File: src/rtl/multicycle_controller.sv
// rtl/multicycle_controller.sv - multi-cycle control FSM for the 16-bit RISC datapath
module multicycle_controller #(
  parameter int MEM_TIMEOUT = 0
) (
  input  logic       clk,
  input  logic       rst_n,
  input  logic [2:0] opcode,
  input  logic       imm7_nz,
  input  logic       alu_zero,
  input  logic       mem_ready,
  output logic       ir_write,
  output logic       pc_write,
  output logic [1:0] pc_src,
  output logic       tgt_write,
  output logic       addr_sel,
  output logic       mem_req,
  output logic       mem_we,
  output logic       alu_src_a,
  output logic [1:0] alu_src_b,
  output logic [1:0] alu_op,
  output logic       reg_write,
  output logic       reg_dst,
  output logic [1:0] wb_sel,
  output logic       halted,
  output logic       mem_err,
  output logic [3:0] state_dbg
);

  typedef enum logic [3:0] {
    S_RESET     = 4'd0,
    S_FETCH     = 4'd1,
    S_DECODE    = 4'd2,
    S_EXEC_R    = 4'd3,
    S_EXEC_ADDR = 4'd4,
    S_MEM_RD    = 4'd5,
    S_MEM_WR    = 4'd6,
    S_WB_ALU    = 4'd7,
    S_WB_MEM    = 4'd8,
    S_WB_LUI    = 4'd9,
    S_BRANCH    = 4'd10,
    S_JALR      = 4'd11,
    S_HALT      = 4'd12
  } state_e;

  // Value of the wait counter on the last cycle a request may go unanswered.
  localparam logic [7:0] TIMEOUT_LAST = 8'(MEM_TIMEOUT - 1);

  state_e     state_q, state_d;
  logic [7:0] wait_cnt_q;
  logic       mem_err_q;
  logic       in_mem;
  logic       waiting;
  logic       timeout;

  assign in_mem  = (state_q == S_FETCH) || (state_q == S_MEM_RD) || (state_q == S_MEM_WR);
  assign waiting = in_mem && !mem_ready;
  // A response arriving in the final allowed cycle wins over the timeout.
  assign timeout = (MEM_TIMEOUT > 0) && waiting && (wait_cnt_q == TIMEOUT_LAST);

  // Next-state selection from current state, opcode and memory handshake.
  always_comb begin
    state_d = state_q;
    case (state_q)
      S_RESET:  state_d = S_FETCH;
      S_FETCH: begin
        if (mem_ready)    state_d = S_DECODE;
        else if (timeout) state_d = S_HALT;
      end
      S_DECODE: begin
        case (opcode)
          3'b000, 3'b010:         state_d = S_EXEC_R;
          3'b001, 3'b100, 3'b101: state_d = S_EXEC_ADDR;
          3'b011:                 state_d = S_WB_LUI;
          3'b110:                 state_d = S_BRANCH;
          default:                state_d = imm7_nz ? S_HALT : S_JALR;
        endcase
      end
      S_EXEC_R: state_d = S_WB_ALU;
      S_EXEC_ADDR: begin
        case (opcode)
          3'b101:  state_d = S_MEM_RD;
          3'b100:  state_d = S_MEM_WR;
          default: state_d = S_WB_ALU;
        endcase
      end
      S_MEM_RD: begin
        if (mem_ready)    state_d = S_WB_MEM;
        else if (timeout) state_d = S_HALT;
      end
      S_MEM_WR: begin
        if (mem_ready)    state_d = S_FETCH;
        else if (timeout) state_d = S_HALT;
      end
      S_WB_ALU, S_WB_MEM, S_WB_LUI, S_BRANCH, S_JALR: state_d = S_FETCH;
      S_HALT:   state_d = S_HALT;
      default:  state_d = S_RESET;
    endcase
  end

  // State, wait counter (cleared on every state change) and sticky timeout flag.
  always_ff @(posedge clk or negedge rst_n) begin
    if (!rst_n) begin
      state_q    <= S_RESET;
      wait_cnt_q <= 8'd0;
      mem_err_q  <= 1'b0;
    end else begin
      state_q <= state_d;
      if (state_d != state_q) begin
        wait_cnt_q <= 8'd0;
      end else if (waiting && (wait_cnt_q != 8'hFF)) begin
        wait_cnt_q <= wait_cnt_q + 8'd1;
      end
      if (timeout) begin
        mem_err_q <= 1'b1;
      end
    end
  end

  // Datapath controls decoded from state; fetch/branch strobes qualified by inputs.
  always_comb begin
    ir_write  = 1'b0;
    pc_write  = 1'b0;
    pc_src    = 2'b00;
    tgt_write = 1'b0;
    addr_sel  = 1'b0;
    mem_req   = 1'b0;
    mem_we    = 1'b0;
    alu_src_a = 1'b0;
    alu_src_b = 2'b00;
    alu_op    = 2'b00;
    reg_write = 1'b0;
    reg_dst   = 1'b0;
    wb_sel    = 2'b00;
    halted    = 1'b0;
    case (state_q)
      S_FETCH: begin
        mem_req   = 1'b1;
        alu_src_b = 2'b01;
        ir_write  = mem_ready;
        pc_write  = mem_ready;
      end
      S_DECODE: begin
        alu_src_b = 2'b10;
        tgt_write = 1'b1;
      end
      S_EXEC_R: begin
        alu_src_a = 1'b1;
        alu_op    = (opcode == 3'b010) ? 2'b01 : 2'b00;
      end
      S_EXEC_ADDR: begin
        alu_src_a = 1'b1;
        alu_src_b = 2'b10;
      end
      S_MEM_RD: begin
        mem_req  = 1'b1;
        addr_sel = 1'b1;
      end
      S_MEM_WR: begin
        mem_req  = 1'b1;
        addr_sel = 1'b1;
        mem_we   = 1'b1;
      end
      S_WB_ALU: begin
        reg_write = 1'b1;
        // Register-register ops write rC; ADDI writes rA.
        reg_dst   = (opcode == 3'b000) || (opcode == 3'b010);
      end
      S_WB_MEM: begin
        reg_write = 1'b1;
        wb_sel    = 2'b01;
      end
      S_WB_LUI: begin
        alu_src_b = 2'b11;
        alu_op    = 2'b11;
        reg_write = 1'b1;
      end
      S_BRANCH: begin
        alu_src_a = 1'b1;
        alu_op    = 2'b10;
        pc_write  = alu_zero;
        pc_src    = alu_zero ? 2'b01 : 2'b00;
      end
      S_JALR: begin
        reg_write = 1'b1;
        wb_sel    = 2'b10;
        pc_write  = 1'b1;
        pc_src    = 2'b10;
      end
      S_HALT:  halted = 1'b1;
      default: ;
    endcase
  end

  assign mem_err   = mem_err_q;
  assign state_dbg = state_q;

endmodule
File: config.mk
export PLATFORM = sky130hd
export DESIGN_NAME = multicycle_controller
export DESIGN_NICKNAME = d
export VERILOG_FILES = /design/src/rtl/multicycle_controller.sv
export SDC_FILE = /design/constraint.sdc
export NUM_CORES = 1
export LEC_CHECK = 0
export ABC_CLOCK_PERIOD_IN_PS = 1670
export CORE_UTILIZATION = 35
export CTS_CLUSTER_DIAMETER = 40
export DETAILED_ROUTE_END_ITERATION = 8
export HOLD_SLACK_MARGIN = 0.02
export PLACE_DENSITY = 0.8
export SLEW_MARGIN = 30
export SYNTH_ARGS = -nofsm -noshare
export SYNTH_HDL_FRONTEND = slang
export SYNTH_SLANG_ARGS = --single-unit
File: constraint.sdc
create_clock -name clk -period 1.67 [get_ports clk]
set_input_delay 0.501 -clock clk [delete_from_list [all_inputs] [get_ports clk]]
set_output_delay 0.501 -clock clk [all_outputs]
set_load 0.005 [all_outputs]
==> flow_metrics.env, run 1 <==
export IMPL_syn_to_final_growth_pct=150.8
export IMPL_wl_per_cell_um=22.12
export IMPL_grt_antenna_before_repair=0
export IMPL_synth_nets=91
export IMPL_violations="setup timing"
export IMPL_final_nets=175
export IMPL_drive_gt1_share_pct=69.09
export IMPL_cts_sinks=4
export IMPL_arrival_ns=1.52
export IMPL_cp_start_kind="flop"
export IMPL_ys_async_sr_fraction_pct=100.0
export IMPL_grt_ovfl_total=0
export IMPL_postRouteAntennaNets=0
export IMPL_vdd_drop_max_mv=1.329
export IMPL_critPathRequiredTime_ns=1.17
export IMPL_fin_crit_sh_pct=121.3
export IMPL_hpwl_um=1697
export IMPL_setup_worst_path_class="flop to output pin"
export IMPL_yosys_warnings=0
export IMPL_fin_area_sq_um=1459
export IMPL_hold_violations=0
export IMPL_finalWorstSetupSlack_ns=-0.3560
export IMPL_clockRootBuffer="clkbuf_4"
export IMPL_dr_pass1_iters=4
export IMPL_finClkSkew_ns=0.004496
export IMPL_seq_area_frac_synth_pct=17.20
export IMPL_dieArea_sq_um=1829
export IMPL_timing_rr_start="state_dbg[1]"
export IMPL_die_y_um=42.77
export IMPL_die_w_um=42.77
export IMPL_grt_use_met3_pct=5.957
export IMPL_synth_cell_types=35
export IMPL_power_density_nw_per_um2=1964
export IMPL_grt_pass1_vias=1107
export IMPL_place_gp_congestion=0.9535
export IMPL_clk_pin_slew_ns=0.04
export IMPL_synth_flop_cell="dfrtp_1"
export IMPL_netlist_instances=83
export IMPL_cts_hold_fix_buffers=0
export IMPL_grt_pass1_wl_um=5271
export IMPL_largest_reg_flops=4
export IMPL_start_util_pct=38.18
export IMPL_portBuffers=29
export IMPL_grt_max_degree=8
export IMPL_core_rowCount=14
export IMPL_fmax_ghz=0.4936
export IMPL_cts_made_buffers=3
export IMPL_end_kind="output pin"
export IMPL_grt_use_total_pct=38.79
export IMPL_grt_use_met2_pct=69.39
export IMPL_period_minus_slack_ns=2.026
export IMPL_ios=31
export IMPL_slew_viol_final=0
export IMPL_vias=1105
export IMPL_cts_htree_levels=1
export IMPL_drtIter0Drc=52
export IMPL_drt_total_wl_um=4003
export IMPL_cp_slowest_cell="dfrtp_1"
export IMPL_rsz0062_at_grt="true"
export IMPL_whs_ns=0.4772
export IMPL_syn_area_sq_um=581.8
export IMPL_hold_path_class="input port to async pin"
export IMPL_status="finished, violations left"
export IMPL_maxCapViolCount=0
export IMPL_syn_area_per_cell_sq_um=7.010
export IMPL_setup_viol=21
export IMPL_fin_util_pct=95.73
export IMPL_post_dp_cell_area_sq_um=1079
export IMPL_core_area_sq_um=1524
export IMPL_grt_busiest_layer="met2"
export IMPL_p_leak_uw=0.0007086
export IMPL_critPathBufInv=3
export IMPL_synth_edf_count=0
export IMPL_path_delay_family="simple AND/OR/NAND/NOR gates"
export IMPL_antenna_cells=0
export IMPL_max_stage_delay_ns=0.39
export IMPL_cp_max_fo=3
export IMPL_drc=0
export IMPL_met1_usage_pct=43.41
export IMPL_synth_seq_cells=4
export IMPL_setup_worst_path_start="state_dbg[1]"
export IMPL_max_clock_path_buffers=2
export IMPL_viasPerCell=6.105
export IMPL_insertion_delay_ns=0.25
export IMPL_path_cells="inv_2, buf_4, nor4_4, a22oi_2, nor3_2, buf_2"
export IMPL_cts_tree="built"
area by class of cell:
type / count / area, sq um
timing repair buffer: 87 / 732.0
fill: 38 / 65.06
inverter: 3 / 11.26
clock buffer: 3 / 22.52
multi-input combinational: 68 / 569.3
sequential: 4 / 103.9
tap: 16 / 20.02
metal layers:
| metal | up-vias | part of all wire (%) |
|---|---|---|
| met5 | - | 0 |
| met4 | 0 | 5.5 |
| met3 | 28 | 8.7 |
| met2 | 99 | 51 |
| met1 | 521 | 35 |
| li1 | 457 | - |
cells in the final DEF, fill, tap and decap left out, types with 3 or more instances in the layout:
cell             count
a21oi_1              3
nor2b_1              3
buf_4               33
clkbuf_4             3
nand2b_4             5
buf_2               16
dfrtp_2              3
buf_6               27
dlygate4sd2_1        4
nand2_1              7
nor2_1               3
clkdlybuf4s50_1      4
a21oi_2              5
nor2_4               5
synth_stat cells, types with 2 or more instances:
library cell	instances	area (sq um)
nand2_1	10	37.54
a21oi_1	8	40.04
nor2_1	8	30.03
nand2b_1	5	31.28
buf_2	4	20.02
dfrtp_1	4	100.1
buf_4	3	22.52
nor2b_1	3	18.77
a211oi_1	2	15.01
a31oi_1	2	12.51
and3_1	2	12.51
inv_1	2	7.510
nand3b_1	2	15.01
nor3_1	2	10.01
nor3_2	2	20.02
nor4_1	2	12.51
o211ai_1	2	15.01
o21ai_1	2	10.01
o21bai_1	2	15.01
cell families after synthesis:
| family | synth area share (%) |
|---|---|
| AOI/OAI and AO/OA | 29.89 |
| xor gates and xnor gates | 1.506 |
| adders and majority gates | 1.720 |
| buffers and inverters | 11.18 |
| DFF | 17.20 |
| other | 0.6445 |
| and+or+nand+nor | 37.85 |
what timing repair did:
action | CTS | global route
setup endpoints to repair | 22 | 23
setup buffers | 24 | 7
gates resized for setup | 124 | 24
hold endpoints to repair | 0 | 0
pin swaps | 9 | 6
worst paths after layout:
path / slack (ns) / to / cells after the start
max: -0.36 / alu_op[0] / 6
min: 0.48 / state_dbg[2] / 1
max reg2reg: -0.02 / state_dbg[0] / 10
min reg2reg: 0.76 / state_dbg[2] / 3
max in group asynchronous: 0.97 / state_dbg[3] / 1
min in group clk: 0.76 / state_dbg[2] / 3
through the flow:
stage	setup TNS, ns	total power, uW	setup WS, ns	instances
after floorplan	0	865.9	0.08675	83
after global placement	-6.949	1687	-0.7311	152
after detailed placement	-7.129	1719	-0.8307	152
after CTS	-2.810	2456	-0.3130	178
after global routing	-4.586	2965	-0.4169	181
final	-3.682	2865	-0.3560	181
where the power goes:
group	switching (uW)	leakage [uW]	internal (uW)
clock	51.3	0.0000138	81.2
combinational	1160	0.000650	1360
sequential	67.2	0.0000452	148
total	1280	0.000709	1590
No activity file was read; power rests on OpenSTA's default activity.
==> run 2, diff against run 1 <==
- CTS_CLUSTER_SIZE: default -> 14
- PLACE_DENSITY: 0.8 -> 0.76
==> run 2 against run 1 <==
Net effect: the run now fails in global routing (5_1_grt); area after synthesis stayed put; synthesized cell count unchanged.
==> flow_metrics.env, run 2 <==
export IMPL_syn_area_per_cell_sq_um=7.010
export IMPL_max_clock_path_buffers=2
export IMPL_cts_htree_levels=1
export IMPL_synthTopCellsByArea="dfrtp_1, a21oi_1, nand2_1, nand2b_1, nor2_1"
export IMPL_synth_top_cell_area_share_pct=17.20
export IMPL_synth_flop_cell="dfrtp_1"
export IMPL_ys_async_sr_fraction_pct=100.0
export IMPL_cts_hold_fix_buffers=0
export IMPL_yosys_warnings=0
export IMPL_synth_cell_types=35
export IMPL_post_dp_cell_area_sq_um=1064
export IMPL_die_w_um=42.77
export IMPL_error_line="[ERROR DPL-0038] Utilization greater than 100%, impossible to legalize"
export IMPL_synth_seq_cells=4
export IMPL_synth_most_common_cell="nand2_1"
export IMPL_status="aborted with a tool error"
export IMPL_synth_nets=91
export IMPL_dp_cells=150
export IMPL_netlist_instances=83
export IMPL_ios=31
export IMPL_grt_max_degree=8
export IMPL_start_util_pct=38.18
export IMPL_netlist_top_cells_count="nand2_1, a21oi_1, nor2_1"
export IMPL_worst_endpoint_kind="output port"
export IMPL_place_gp_congestion=0.9434
export IMPL_cts_sinks=4
export IMPL_core_rowCount=14
export IMPL_synth_top_area_cell="dfrtp_1"
export IMPL_seq_area_frac_synth_pct=17.20
export IMPL_syn_area_sq_um=581.8
export IMPL_synth_edf_count=0
export IMPL_cts_made_buffers=3
export IMPL_clockRootBuffer="clkbuf_4"
export IMPL_grt_worst_setup_endpoint="alu_op[0]"
export IMPL_portBuffers=29
export IMPL_hpwl_um=1700
export IMPL_die_y_um=42.77
export IMPL_stop_stage="global routing (5_1_grt)"
==> run 2: logic make-up after synthesis <==
group	Yosys count	share of synthesized area, %
compound gates	26	29.89
xor+xnor	1	1.506
fa+ha+maj	1	1.720
buf+inv	11	11.18
flops	4	17.20
other cells	1	0.6445
simple gates	39	37.85
==> run 2: timing repair <==
action | CTS
gates resized for setup | 126
endpoints found under the setup margin | 22
cloned | 0
pin swaps | 15
setup buffers | 34
==> run 2: through the flow <==
stage                     utilization, %  setup slack, ns
after CTS                          95.07          -0.3702
after global placement             69.79          -0.7303
after detailed placement           69.79          -0.8459
after floorplan                        -          0.08675
==> run 3, diff against run 2 <==
- CORE_AREA: default -> 2 2 63 65
- CORE_UTILIZATION: 35 -> default
- CTS_CLUSTER_DIAMETER: 40 -> default
- CTS_CLUSTER_SIZE: 14 -> default
- DIE_AREA: default -> 0 0 65 67
- HOLD_SLACK_MARGIN: 0.02 -> default
- PLACE_DENSITY: 0.76 -> default
- PLACE_DENSITY_LB_ADDON: default -> 0.15
==> run 3 against run 2 <==
Net effect: the flow now finishes, with violations (setup timing).
==> flow_metrics.env, run 3 (same netlist as run 1, synthesis figures left out) <==
export IMPL_hold_violations=0
export IMPL_power_density_nw_per_um2=1820
export IMPL_period_minus_slack_ns=2.005
export IMPL_status="finished, violations left"
export IMPL_finalNonFillerCells=218
export IMPL_drive_gt1_share_pct=74.12
export IMPL_cp_slowest_cell="dfrtp_2"
export IMPL_antenna_cells=0
export IMPL_place_gp_congestion=0.8058
export IMPL_vias=966
export IMPL_rsz0062_at_grt="true"
export IMPL_dieArea_sq_um=4355
export IMPL_path_cells="buf_6, buf_6, nor4_4, a22oi_2, nor3_2, buf_2"
export IMPL_cts_tree="built"
export IMPL_cts_sinks=4
export IMPL_cp_max_fo=4
export IMPL_cts_htree_levels=1
export IMPL_drt_total_wl_um=2959
export IMPL_slew_viol_final=0
export IMPL_p_leak_uw=0.0007347
export IMPL_cts_made_buffers=3
export IMPL_syn_to_final_growth_pct=168.0
export IMPL_maxCapViolCount=0
export IMPL_grt_antenna_before_repair=0
export IMPL_setup_worst_path_class="flop to output pin"
export IMPL_viasPerCell=4.431
export IMPL_core_area_sq_um=3606
export IMPL_die_y_um=67
export IMPL_core_rowCount=22
export IMPL_setup_viol=19
export IMPL_path_delay_family="flip-flops"
export IMPL_drc=0
export IMPL_fmax_ghz=0.4986
export IMPL_cp_start_kind="flop"
export IMPL_post_dp_cell_area_sq_um=1134
export IMPL_clockRootBuffer="clkbuf_8"
export IMPL_fin_crit_sh_pct=120.1
export IMPL_grt_pass1_wl_um=4485
export IMPL_place_ws_ns=-0.8841
export IMPL_wl_per_cell_um=13.57
export IMPL_cp_common_cell="buf_6"
export IMPL_insertion_delay_ns=0.22
export IMPL_postRouteAntennaNets=0
export IMPL_layout_commonest_cell="buf_4"
export IMPL_dp_cells=186
export IMPL_clk_pin_slew_ns=0.03
export IMPL_max_clock_path_buffers=2
export IMPL_grt_use_total_pct=13.72
export IMPL_max_stage_delay_ns=0.43
export IMPL_violations="setup timing"
export IMPL_critPathRequiredTime_ns=1.17
export IMPL_grt_ovfl_total=0
export IMPL_layout_common_cells="buf_4, buf_6, buf_2"
export IMPL_finClkSkew_ns=0.0007539
export IMPL_hold_path_class="input port to async pin"
export IMPL_hpwl_um=1854
export IMPL_end_kind="output pin"
export IMPL_dr_pass1_iters=4
export IMPL_critPathBufInv=3
export IMPL_cts_hold_fix_buffers=0
export IMPL_largest_reg_flops=4
export IMPL_vdd_drop_max_mv=0.5180
export IMPL_arrival_ns=1.50
export IMPL_finalWorstSetupSlack_ns=-0.3355
export IMPL_ios=31
export IMPL_grt_pass1_vias=960
export IMPL_grt_max_degree=8
export IMPL_portBuffers=29
export IMPL_p_total_uw=2837
export IMPL_die_w_um=65
export IMPL_start_util_pct=16.13
export IMPL_final_nets=180
export IMPL_drtIter0Drc=33
export IMPL_fin_area_sq_um=1559
run 3: what timing repair did:
action	CTS	global route
buffers inserted	24	13
gates cloned	0	0
resized for setup	129	31
pin swaps	15	14
endpoints found under the setup margin	23	22
run 3: per-layer routing:
metal / global-route usage (%) / routed length, um / vias to the layer above
met5: 0 / 0 / -
met3: 3.716 / 170 / 4
met4: 3.191 / 28 / 0
li1: - / - / 470
met1: 15.14 / 1172 / 459
met2: 25.90 / 1588 / 33
run 3: per-stage QoR:
stage               TNS (ns)  hold WS [ns]  utilization, %
finish                -2.294        0.4782           43.23
global route          -3.203        0.4944           43.23
CTS                   -2.628        0.4850           40.42
detailed placement    -7.779        0.7170           31.44
global placement      -7.800        0.7090           31.44
floorplan                  0        0.2054               -
run 3: worst paths after layout:
path / from / end / slack, ns / depth (start not counted)
min reg2reg: state_dbg[3] / state_dbg[1] / 0.82 / 4
max: state_dbg[3] / alu_op[0] / -0.34 / 6
max reg2reg: state_dbg[3] / state_dbg[0] / -0.10 / 9
max in group asynchronous: rst_n / state_dbg[2] / 1.02 / 1
min: rst_n / state_dbg[3] / 0.48 / 1
min in group clk: state_dbg[3] / state_dbg[1] / 0.82 / 4
run 3: area by class of cell:
cell class	count	area, sq um
Fill cell	376	2047
Sequential cell	4	103.9
Inverter	3	11.26
Tap cell	48	60.06
Timing Repair Buffer	92	754.5
Multi-Input combinational cell	68	588.1
Clock buffer	3	41.29
run 3: report_power, final:
group	total, uW	internal [uW]	leakage, uW	switching (uW)
clock network	208	154	0.0000216	53.9
logic	2400	1380	0.000668	1020
registers	229	148	0.0000452	80.1
==> run 4, diff against run 3 <==
- ABC_CLOCK_PERIOD_IN_PS: 1670 -> 1700
- CTS_BUF_LIST: default -> sky130_fd_sc_hd__clkbuf_2
- HOLD_SLACK_MARGIN: default -> 0.05
- clock period: 1.67 -> 1.7 ns (I/O delays scaled with it)
==> run 4 against run 3 <==
Net effect: the run still ends with setup timing left; first-iteration DRC count is 55% lower; core utilization is 1.1 points lower; count of clock-buffer cells in the layout stayed put; combinational power is 3% lower; worst setup slack better by 0.12 ns; final cell count is 1.4% lower; sequential share of layout area is 0.17 points higher; worst hold slack better by 0.014 ns; critical path type unchanged; largest cell class unchanged; highest routed layer is now met3.
==> flow_metrics.env, run 4 (same netlist as run 1, synthesis figures left out) <==
export IMPL_finClkSkew_ns=0.001470
export IMPL_drc=0
export IMPL_layout_common_cells="buf_4, buf_6, buf_2"
export IMPL_finalWorstSetupSlack_ns=-0.2106
export IMPL_fin_area_sq_um=1520
export IMPL_maxCapViolCount=0
export IMPL_setup_viol=17
export IMPL_grt_use_total_pct=12.15
export IMPL_path_delay_family="flip-flops"
export IMPL_core_area_sq_um=3606
export IMPL_cp_max_fo=6
export IMPL_vdd_drop_max_mv=0.4537
export IMPL_p_total_uw=2624
export IMPL_antenna_cells=0
export IMPL_fin_crit_sh_pct=112.4
export IMPL_drive_gt1_share_pct=70.06
export IMPL_p_leak_uw=0.0007185
export IMPL_portBuffers=29
export IMPL_fmax_ghz=0.5234
export IMPL_clk_pin_slew_ns=0.04
export IMPL_rsz0062_at_grt="true"
export IMPL_grt_antenna_before_repair=0
export IMPL_violations="setup timing"
export IMPL_cts_made_buffers=3
export IMPL_ios=31
export IMPL_dieArea_sq_um=4355
export IMPL_period_minus_slack_ns=1.911
export IMPL_cp_start_kind="flop"
export IMPL_drt_total_wl_um=2705
export IMPL_end_kind="output pin"
export IMPL_clockRootBuffer="clkbuf_2"
export IMPL_path_cells="buf_4, buf_8, nor3_4, o21bai_1, buf_2"
export IMPL_largest_reg_flops=4
export IMPL_drtIter0Drc=15
export IMPL_timing_rr_start="state_dbg[1]"
export IMPL_ff2ff_setup_slack_ns=0.18
export IMPL_critPathBufInv=3
export IMPL_grt_ovfl_total=0
export IMPL_hold_path_class="input port to async pin"
export IMPL_core_rowCount=22
export IMPL_place_gp_congestion=0.8060
export IMPL_die_w_um=65
export IMPL_hold_violations=0
export IMPL_fin_util_pct=42.16
export IMPL_post_dp_cell_area_sq_um=1134
export IMPL_grt_max_degree=7
export IMPL_whs_ns=0.4927
export IMPL_max_clock_path_buffers=2
export IMPL_power_density_nw_per_um2=1726
export IMPL_status="finished, violations left"
export IMPL_vias=904
export IMPL_setup_worst_path_class="flop to output pin"
export IMPL_slew_viol_final=0
export IMPL_fillers=367
export IMPL_critPathRequiredTime_ns=1.19
export IMPL_dr_pass1_iters=2
export IMPL_grt_pass1_wl_um=4140
export IMPL_postRouteAntennaNets=0
export IMPL_wl_per_cell_um=12.58
export IMPL_max_stage_delay_ns=0.44
export IMPL_arrival_ns=1.40
export IMPL_final_nets=177
export IMPL_die_y_um=67
export IMPL_r2r_end="state_dbg[0]"
export IMPL_grt_pass1_vias=887
export IMPL_cts_htree_levels=1
export IMPL_viasPerCell=4.205
export IMPL_layout_commonest_cell="buf_4"
export IMPL_cp_slowest_cell="dfrtp_2"
export IMPL_syn_to_final_growth_pct=161.3
export IMPL_insertion_delay_ns=0.21
export IMPL_hpwl_um=1819
export IMPL_cts_sinks=4
export IMPL_cts_tree="built"
export IMPL_rr_worst_depth=8
export IMPL_start_util_pct=16.13
run 4: cell types whose count changed in the layout (fill, tap and decap cells not counted), sizes merged:
cell           delta
buf               -5
dlygate4sd2       +3
clkbuf            -1
clkdlybuf4s15     +1
clkdlybuf4s50     -1
run 4: metrics by stage:
step	cells	setup slack (ns)	TNS (ns)
after floorplan	83	0.1077	0
after global placement	186	-0.8725	-7.383
after detailed placement	186	-0.8918	-7.404
after CTS	208	-0.2454	-1.745
after global routing	215	-0.2620	-2.844
final	215	-0.2106	-1.848
run 4: area by class of cell:
cell class	instances	area, sq um	area share (%)
repair buffers	89	744.5	48.97
multi-input cells	68	583.1	38.35
flip-flops and latches	4	103.9	6.831
well taps	48	60.06	3.951
clock buffers	3	15.01	0.9877
inverters	3	13.76	0.9053
run 4: timing repair:
item / in CTS / in global routing
buffers inserted: 19 / 9
pin swaps: 10 / 7
endpoints found under the setup margin: 22 / 21
hold buffers: 0 / 0
resized for setup: 129 / 20
run 4: power by group:
| group | switching, uW | internal (uW) |
|---|---|---|
| registers | 66.4 | 146 |
| logic | 976 | 1350 |
| clock network | 39.9 | 47.4 |
run 4: how the worst max path moves through the flow:
stage,cells after the start,to,startpoint
after floorplan,4,alu_op[0],state_dbg[3]
after CTS,5,alu_op[0],state_dbg[3]
after global routing,5,alu_src_b[1],state_dbg[3]
after detailed placement,5,alu_op[0],opcode[0]
final,5,alu_src_b[1],state_dbg[3]
after global placement,5,alu_op[0],opcode[0]
run 4: per-layer routing:
layer / global-route usage, % / vias to the layer above / wire length (um)
li1: - / 460 / -
met1: 14.04 / 420 / 1136
met2: 23.71 / 24 / 1457
met3: 2.027 / 0 / 111
met4: 1.596 / 0 / 0
met5: 0 / - / 0
run 4: worst register-to-register path, cell delays in order, from the launching register on:
cell,delay [ns]
dfrtp_1,0.40
buf_4,0.15
buf_6,0.12
buf_4,0.14
nor2_4,0.09
nand2_2,0.06
buf_4,0.13
a21o_1,0.17
a31oi_1,0.18
